## config.mk

```make
export PLATFORM = sky130hd
export DESIGN_NAME = mul_arbiter
export DESIGN_NICKNAME = d
export VERILOG_FILES = /design/src/rtl/mul_pkg.sv /design/src/rtl/rr_pick2.sv /design/src/rtl/mul_arbiter.sv
export SDC_FILE = /design/constraint.sdc
export NUM_CORES = 1
export LEC_CHECK = 0
export BUFFER_PORTS_ARGS = -buffer_cell sky130_fd_sc_hd__clkbuf_2
export CORE_AREA = 2 2 129 131
export CTS_CLUSTER_DIAMETER = 200
export DETAILED_ROUTE_END_ITERATION = 6
export DIE_AREA = 0 0 131 133
export PLACE_DENSITY = 0.7
export SLEW_MARGIN = 20
export SYNTH_ARGS = -nofsm -noshare
export SYNTH_HDL_FRONTEND = slang
export SYNTH_SLANG_ARGS = --single-unit
```

## constraint.sdc

```tcl
create_clock -name clk -period 2.51 [get_ports clk]
set_input_delay 0.6275 -clock clk [delete_from_list [all_inputs] [get_ports clk]]
set_output_delay 0.6275 -clock clk [all_outputs]
set_load 0.1 [all_outputs]
```

## src/rtl/mul_pkg.sv

```systemverilog
// Shared widths and FSM state encoding for the two-requester multiplier arbiter.
package mul_pkg;

    localparam int OPND_W   = 32;
    localparam int RESULT_W = 64;
    localparam int CNT_W    = 8;

    typedef logic [1:0] state_t;

    localparam state_t ST_IDLE  = 2'd0;
    localparam state_t ST_ISSUE = 2'd1;
    localparam state_t ST_WAIT  = 2'd2;
    localparam state_t ST_RESP  = 2'd3;

endpackage

```

## src/rtl/rr_pick2.sv

```systemverilog
// Two-way round-robin winner selection; purely combinational.
module rr_pick2 (
    input  logic req0,
    input  logic req1,
    input  logic last_grant,
    output logic gnt0,
    output logic gnt1
);

    // On contention the requester that was not served last time wins.
    assign gnt0 = req0 & (~req1 | last_grant);
    assign gnt1 = req1 & (~req0 | ~last_grant);

endmodule

```

## src/rtl/mul_arbiter.sv

```systemverilog
// Arbitrates two requesters onto one shared multiplier, one operation at a time,
// with a timeout abort when the multiplier never reports completion.
module mul_arbiter
    import mul_pkg::*;
#(
    parameter int TIMEOUT = 15
) (
    input  logic                clk,
    input  logic                reset,
    input  logic                req0,
    input  logic                req1,
    input  logic [OPND_W-1:0]   a0,
    input  logic [OPND_W-1:0]   b0,
    input  logic [OPND_W-1:0]   a1,
    input  logic [OPND_W-1:0]   b1,
    output logic                ack0,
    output logic                ack1,
    output logic                err0,
    output logic                err1,
    output logic [RESULT_W-1:0] result,
    output logic                busy,
    output logic                mul_go,
    output logic [OPND_W-1:0]   mul_a,
    output logic [OPND_W-1:0]   mul_b,
    input  logic                mul_done,
    input  logic [RESULT_W-1:0] mul_result
);

    localparam logic [CNT_W-1:0] LP_CNT_LAST = CNT_W'(TIMEOUT - 1);

    state_t              r_state;
    state_t              w_next_state;
    logic [CNT_W-1:0]    r_cnt;
    logic                r_grant;
    logic                r_last_grant;
    logic [OPND_W-1:0]   r_mul_a;
    logic [OPND_W-1:0]   r_mul_b;
    logic [RESULT_W-1:0] r_result;
    logic                r_err0;
    logic                r_err1;
    logic                w_gnt0;
    logic                w_gnt1;
    logic                w_abort;

    rr_pick2 u_pick (
        .req0       (req0),
        .req1       (req1),
        .last_grant (r_last_grant),
        .gnt0       (w_gnt0),
        .gnt1       (w_gnt1)
    );

    assign w_abort = (r_state == ST_WAIT) && !mul_done && (r_cnt == LP_CNT_LAST);

    always_ff @(posedge clk) begin
        if (!reset) begin
            r_state <= ST_IDLE;
        end else begin
            r_state <= w_next_state;
        end
    end

    always_comb begin
        w_next_state = r_state;
        case (r_state)
            ST_IDLE:  if (req0 || req1) w_next_state = ST_ISSUE;
            ST_ISSUE: w_next_state = ST_WAIT;
            ST_WAIT: begin
                if (mul_done)     w_next_state = ST_RESP;
                else if (w_abort) w_next_state = ST_IDLE;
            end
            ST_RESP:  w_next_state = ST_IDLE;
            default:  w_next_state = ST_IDLE;
        endcase
    end

    always_comb begin
        mul_go = (r_state == ST_ISSUE);
        busy   = (r_state != ST_IDLE);
        ack0   = (r_state == ST_RESP) && !r_grant;
        ack1   = (r_state == ST_RESP) &&  r_grant;
    end

    // Operands, grant bookkeeping, wait counter and the registered error pulses.
    always_ff @(posedge clk) begin
        if (!reset) begin
            r_cnt        <= '0;
            r_grant      <= 1'b0;
            r_last_grant <= 1'b1;
            r_mul_a      <= '0;
            r_mul_b      <= '0;
            r_result     <= '0;
            r_err0       <= 1'b0;
            r_err1       <= 1'b0;
        end else begin
            r_err0 <= 1'b0;
            r_err1 <= 1'b0;
            case (r_state)
                ST_IDLE: begin
                    if (w_gnt0 || w_gnt1) begin
                        r_grant <= w_gnt1;
                        r_mul_a <= w_gnt1 ? a1 : a0;
                        r_mul_b <= w_gnt1 ? b1 : b0;
                    end
                end
                ST_ISSUE: r_cnt <= '0;
                ST_WAIT: begin
                    if (mul_done) begin
                        r_result <= mul_result;
                    end else if (w_abort) begin
                        r_err0       <= ~r_grant;
                        r_err1       <=  r_grant;
                        r_last_grant <=  r_grant;
                    end else begin
                        r_cnt <= r_cnt + 1'b1;
                    end
                end
                ST_RESP: r_last_grant <= r_grant;
                default: ;
            endcase
        end
    end

    assign mul_a  = r_mul_a;
    assign mul_b  = r_mul_b;
    assign result = r_result;
    assign err0   = r_err0;
    assign err1   = r_err1;

endmodule

```

* Word level (Yosys, flattened, before mapping)
Index checks and enable logic that the tools add are counted.
Cells by class: reduce and logical (&&, ||, !) cells 18, divide/modulo/power cells 0, add/sub/neg operators 1, shift-type cells 0, muxes and demuxes 12, $mul 0, bitwise logic cells 11, magnitude comparators 0, eq/ne operators 9
Operator list (count):
- 32-bit 2-to-1 mux | 2
- 8-bit 2-to-1 mux | 2
- 8-bit one-hot mux with 2 select lines | 1
- 8-bit by 1-bit adder with 8-bit output, second input constant | 1
- 8-bit by 4-bit equality test with 1-bit output, second input constant | 1
- 2-bit != test, second input constant | 4
- 2-bit one-hot mux with 4 select lines | 1
- 1-bit NOT | 7
- 2-bit 2-to-1 mux | 3
- 2-bit AND reduction | 3
- 3-bit AND reduction | 2
- 2-bit nonzero test | 3
- 2-bit equality test, second input constant | 2
- 1-bit logical AND | 4
- 4-bit OR reduction | 1
- 3-bit != test, second input constant | 1
- 1-bit AND | 2
- 2-bit by 1-bit equality test with 1-bit output, second input constant | 1
- 1-bit zero test | 2
- 2-bit zero test | 1
- 1-bit logical OR | 2
- 1-bit 2-to-1 mux | 2
- 1-bit bitwise OR | 2
- 1-bit one-hot mux with 2 select lines | 1
Storage, ports and cells: memory bits (writable) 0, ROM bits 0, bits in latches 0, logic and storage cells 60, memories 0, output and inout bits 134, bits in registers 142

* Longest topological paths before layout
Gate-level depths: netlist of run 1.
depth in word-level cells 6, gate-level depth with buffers 8, mapped depth without buffers 6

* Cells and area by module
A second synthesis of run 1 with hierarchy kept.
Unflattened totals: cells, all modules 660, area total of the unflattened synthesis 5815.6 µm²
Modules (own cells, without submodules):
- mul_arbiter | cells each 657, area an instance 5796.8 µm², times used 1, sequential area each 2842.7 µm²
- rr_pick2 | cells each 3, area an instance 18.8 µm², times used 1, sequential area each 0.0 µm²

* Worst setup path before layout of run 1
Ideal clock, no wire load.
kind register to output, start register r_state[0], end output ack0, cell stages (with the launch flop) 3, path buffers 0, slack -0.025 ns, data arrival time 1.907 ns, cell sequence dfxtp_1 ha_1 nor2b_1
On the way: longest elaborated chain between the ends 2
RTL lines:
- from (decl) | line mul_arbiter.sv:31 | state_t r_state;
- from (signal assigned) | line mul_arbiter.sv:59 | r_state <= w_next_state;
- 2-bit equality test | line mul_arbiter.sv:80 | ack0 = (r_state == ST_RESP) && !r_grant;
- 1-bit logical AND | line mul_arbiter.sv:80
- to (decl) | line mul_arbiter.sv:16 | output logic ack0,
No other way between the ends.

* Final worst setup path of run 1
start register r_state[0], end output busy
On the way: longest elaborated chain between the ends 1
RTL lines:
- 2-bit nonzero test | line mul_arbiter.sv:79 | busy = (r_state != ST_IDLE);
- to (decl) | line mul_arbiter.sv:21 | output logic busy,
No other way between the ends.

==> impl_metrics.ini, run 1 <==
[synthesis]
synth_edf_count = 0
syn_area_sq_um = 6100
ys_seq_elements = 142
yosys.cell_types.count = 40
syn_nets = 861
syn_area_per_cell_sq_um = 9.28
synthArstFlopShare = 0
synth_seq_area_share = 0.466
synth_top_area_share = 0.466
yosys_most_used_dff = dfxtp_1
synth_top_cell_by_area = dfxtp_1
synthCells = 657
synth_area_leaders = dfxtp_1 47%, nand2_1 12%, mux2i_1 11%, o211a_1 11%, a21boi_0 7.9%
yosysWarnings = 0

[final_layout]
drive_gt1_frac = 0.395
fin_nets = 1176
insertedDiodeCount = 0
final_area_sq_um = 8590
syn2layout_area_growth_pct = 40.9

[cts]
cts_resized = 0
worstSkewPairLatency_ps = 410
clk_pin_slew_ps = 60
cts_buffers = 17
clock-sinks = 142
cts_tree = done
ctsLongestPathBuffers = 2
cts_hold_buf = 0
h-tree-depth = 4
cts_setup_buffers = 0
clk_root_buffer_cell = clkbuf_16

[die]
io_pins = 331
die_w_um = 131
num_rows = 47
dieArea_sq_um = 17400
core_area_sq_um = 16200
initial_core_util = 0.377
dieHeight_um = 133

[timing]
hold_viol_final = 0
clock_skew_ps = 6.84
period_needed_ps = 2330
max_freq_ghz = 0.430
setup_violations = 0
slew_viol_final = 0
min_period_over_period = 0.927
slew_headroom = 0.505
grt_setup_unrepaired = false
fin_tns_setup_ps = 0
tightest_slew_ps = 735

[global_routing]
grt_pass1_wl_mm = 25.5
grt_max_degree = 85
track_usage = 0.185
grt.overflow.total = 0
antenna_found_initial = 0
first_global_vias = 5368

[route]
dr_total_vias = 5704
firstDrtPassIters = 6
drtIter0Drc = 169
wirelength_mm = 16.6
wl_per_cell_um = 13.8
antenna_left = 0
via_per_inst = 4.73
drc = 0

[worst_setup_path]
cp-end-kind = output pin
slowest_stage = clkbuf_2
start_kind = flop
required_ps = 1880
worstPathArrival_ps = 1700
worstPathMaxFanout = 5
cp_common_cell = inv_1
critPathKind = reg2out
path_cells = inv_1 -> ha_1 -> inv_1 -> clkbuf_2
cp_slowest_stage_delay_ps = 450
r2r_slack_ps = 540
r2r_end = r_cnt[2]$_SDFFE_PN0P_
r2r-start = r_state[0]$_SDFFE_PN0P_
ff2ff_path_depth = 6

[power_and_ir_drop]
power_density_nw_per_um2 = 1060
finalPower_mw = 9.08
seqPwrFrac = 0.304
power.leakage_nw = 4.44
p_switching_mw = 4.31
clock_power_share = 0.260
p_int_mw = 4.77
p_comb_frac = 0.436
vdd_drop_max_mv = 0.604
swShare = 0.475

[placement]
place_area_sq_um = 8030
io_buffers = 330
gp_congestion = 0.768
hpwl_mm = 12.4

[min_path]
hold_path.startpoint = mul_result[39]
holdCritPathClass = in2reg
min_delay_path_depth = 3
hold_path_end = result[39]$_SDFFE_PN0P_

[status]
status = completed

[run]
maxCapViolations = 0
## per-layer routing
layer | global-route usage | wire (um) | vias up
met1 | 0.207 | 6830 | 2544
met5 | 0 | 0 | -
li1 | - | - | 2902
met4 | 0.0798 | 354 | 0
met3 | 0.0534 | 1260 | 31
met2 | 0.324 | 8180 | 227
## worst max-delay path, delay by kind of cell, from the launching register on
kind | cells | cell delay, ps
buffers and inverters | 3 | 630
adders and majority gates | 1 | 260
DFF | 1 | 400
## per-stage QoR
step                       util  worst slack [ps]  hold slack (ps)  instances
after global routing      0.531              53.5              425       1205
after CTS                 0.531               151              418       1205
final                     0.531               184              443       1205
after global placement    0.497               549              450       1173
after detailed placement  0.497               494              455       1173
after floorplan               -               501              431        657
## synthesized netlist by cell type (3+ instances only)
master    instances
nor2b_1           4
nand3_1           4
mux2i_1          65
nand2_1         200
or3_1             4
dfxtp_1         142
buf_2             9
nor2_1            6
a21boi_0         64
buf_4             6
o21ai_1           4
nand4_1           3
inv_1             7
a21oi_1           6
buf_1             3
ha_1              7
o211a_1          64
clkbuf_1         32
## worst max path at each step
stage / slack, ps / to / depth (start not counted) / startpoint
2_1_floorplan: 500 / ack0 / 2 / r_state[0]$_SDFFE_PN0P_
3_3_place_gp: 550 / mul_b[24]$_SDFFE_PN0P_ / 6 / req1
3_5_place_dp: 490 / mul_b[24]$_SDFFE_PN0P_ / 6 / req1
4_1_cts: 150 / busy / 4 / r_state[0]$_SDFFE_PN0P_
5_1_grt: 50 / busy / 4 / r_state[0]$_SDFFE_PN0P_
6_report: 180 / busy / 4 / r_state[0]$_SDFFE_PN0P_
## sequential cells by signal, indices dropped and copies added (netlist names)
signal / flops
mul_a: 32
mul_b: 32
r_last_grant: 1
r_grant: 1
err0: 1
result: 64
r_cnt: 8
r_state: 2
err1: 1
## final cells by class
type | instances | area (sq um)
fillers | 1525 | 7580
multi-input cells | 457 | 3020
flip-flops and latches | 142 | 2840
repair buffers | 347 | 1870
clock buffers | 19 | 443
well taps | 220 | 275
clock inverters | 13 | 116
inverters | 7 | 26.3
## placed cells by master (no fill, tap or decap), types with 2 or more instances in the layout
| master | instances |
|---|---|
| a21boi_0 | 64 |
| a21boi_4 | 2 |
| a21oi_1 | 6 |
| buf_12 | 7 |
| buf_4 | 11 |
| clkbuf_16 | 17 |
| clkbuf_2 | 329 |
| clkinv_2 | 4 |
| clkinv_4 | 3 |
| clkinvlp_4 | 3 |
| dfxtp_1 | 142 |
| ha_1 | 7 |
| inv_1 | 7 |
| inv_6 | 2 |
| mux2i_1 | 65 |
| nand2_1 | 199 |
| nand3_1 | 4 |
| nand4_1 | 3 |
| nor2_1 | 6 |
| nor2b_1 | 3 |
| nor3_1 | 2 |
| o211a_1 | 64 |
| o21ai_0 | 2 |
| o21ai_1 | 4 |
| or3_1 | 4 |
| xor2_1 | 2 |
## cell families (layout without fill, tap and decap cells)
kind of cell	after synthesis	in the layout	synth area share
simple gates	231	231	0.154
compound gates	152	152	0.213
xor+xnor	2	2	0.00287
mux	65	65	0.107
fa+ha+maj	7	7	0.0144
buf+inv	58	386	0.0425
flops	142	142	0.466
## power by group through the flow
stage / Combinational [mW] / Sequential [mW] / Clock [mW]
CTS: 3.98 / 2.76 / 2.44
detailed placement: 3.98 / 2.81 / 0
global placement: 3.96 / 2.79 / 0
finish: 3.96 / 2.76 / 2.36
floorplan: 0.985 / 5.03 / 0
global route: 4.14 / 2.80 / 2.53
(Power assumes the default switching activity.)
==> run 2, diff against run 1 <==
- CORE_AREA: 2 2 129 131 -> 5 5 126 128
- PLACE_DENSITY: 0.7 -> 0.76
- clock period: 2.51 -> 2.4 ns (I/O delays scaled with it)
==> impl_metrics.ini, run 2 (synthesis results as in run 1) <==
[status]
status = completed

[placement]
hpwl_mm = 13.6
gp_congestion = 0.807
io_buffers = 330
dp_slack_ps = 379

[die]
initial_core_util = 0.413
core_area_sq_um = 14800
dieHeight_um = 133
io_pins = 331
die_w_um = 131
num_rows = 45
dieArea_sq_um = 17400

[timing]
clock_skew_ps = 7.46
fin_tns_setup_ps = 0
slew_viol_final = 0
tightest_slew_ps = 738
setup_violations = 0
grt_setup_unrepaired = false
setup_slack_ps = 76.3
slew_headroom = 0.503
min_period_over_period = 0.968
hold_viol_final = 0
period_needed_ps = 2320
max_freq_ghz = 0.430

[final_layout]
insertedDiodeCount = 0
fin_nets = 1172
final_common_cell = clkbuf_2
layout_common_cells = 329 x clkbuf_2, 199 x nand2_1, 142 x dfxtp_1
syn2layout_area_growth_pct = 40.0
drive_gt1_frac = 0.392
fillCellCount = 1332
largest_reg_flops = 64

[worst_setup_path]
required_ps = 1800
worstPathMaxFanout = 5
ff2ff_path_depth = 6
r2r_slack_ps = 430
cp_common_cell = inv_1
start_kind = flop
critPathKind = reg2out
cp_slowest_stage_delay_ps = 450
r2r-start = r_state[0]$_SDFFE_PN0P_
r2r_end = r_cnt[2]$_SDFFE_PN0P_
worstPathArrival_ps = 1720
cp-end-kind = output pin
slowest_stage = clkbuf_2
path_cells = inv_1 -> ha_1 -> inv_1 -> clkbuf_2

[route]
wirelength_mm = 17.6
antenna_left = 0
firstDrtPassIters = 4
via_per_inst = 4.93
drc = 0
dr_total_vias = 5757
wl_per_cell_um = 15.1
drtIter0Drc = 169

[cts]
cts_resized = 0
worstSkewPairLatency_ps = 420
cts_hold_buf = 0
clk_pin_slew_ps = 60
clk_root_buffer_cell = clkbuf_16
cts_setup_buffers = 0
cts_tree = done
clock-sinks = 142
cts_buffers = 17
h-tree-depth = 4
ctsLongestPathBuffers = 2

[power_and_ir_drop]
power.leakage_nw = 4.42
power_density_nw_per_um2 = 1110
vdd_drop_max_mv = 0.830

[global_routing]
grt_pass1_wl_mm = 26.6
grt_max_degree = 75
grt.overflow.total = 0
antenna_found_initial = 0
first_global_vias = 5539
track_usage = 0.191

[min_path]
holdCritPathClass = in2reg
min_delay_path_depth = 3
hold_path.startpoint = mul_result[4]
hold_path_end = result[4]$_SDFFE_PN0P_

[run]
maxCapViolations = 0
[run 2: layout make-up]
class | instances | area [sq um] | share of cell area
clock inverter | 13 | 118 | 0.0138
multi-input combinational | 457 | 3020 | 0.354
timing repair buffer | 343 | 1860 | 0.218
inverter | 7 | 26.3 | 0.00308
clock buffer | 18 | 429 | 0.0503
sequential | 142 | 2840 | 0.333
tap | 188 | 235 | 0.0276
[run 2: metal layers]
metal  up-vias  routed length [um]  GRT usage
met5         -                   0          0
met4         0                 313     0.0617
met3        24                1760     0.0771
met2       235                8680      0.327
met1      2615                6880      0.213
li1       2883                   -          -
[run 2: metrics by stage]
stage | cell area, sq um | power [mW] | hold slack, ps | utilization | std cells
after global placement | 7990 | 7.08 | 449 | 0.542 | 1137
after detailed placement | 7990 | 7.13 | 455 | 0.542 | 1137
after CTS | 8540 | 9.59 | 393 | 0.579 | 1168
final | 8540 | 9.51 | 414 | 0.579 | 1168
after global routing | 8540 | 9.90 | 395 | 0.579 | 1168
after floorplan | 6100 | 6.29 | 431 | - | 657
[run 2: report_power, final]
group	leakage [nW]	internal [mW]	switching [mW]
clock	0.255	1.42	1.03
sequential	1.16	2.70	0.190
combinational	3.00	0.821	3.35
[run 2: how the worst max path moves through the flow]
stage,from,to,depth (start not counted)
floorplan,r_state[0]$_SDFFE_PN0P_,ack0,2
global placement,req1,mul_b[25]$_SDFFE_PN0P_,6
detailed placement,req1,mul_b[25]$_SDFFE_PN0P_,6
CTS,r_state[0]$_SDFFE_PN0P_,busy,4
global route,r_state[0]$_SDFFE_PN0P_,busy,4
finish,r_state[0]$_SDFFE_PN0P_,busy,4
[run 2: worst max-delay path, delay by kind of cell (launching register included)]
family                   cells  cell delay (ps)
adder cells (fa/ha/maj)      1              270
buffers and inverters        3              640
flip-flops                   1              400
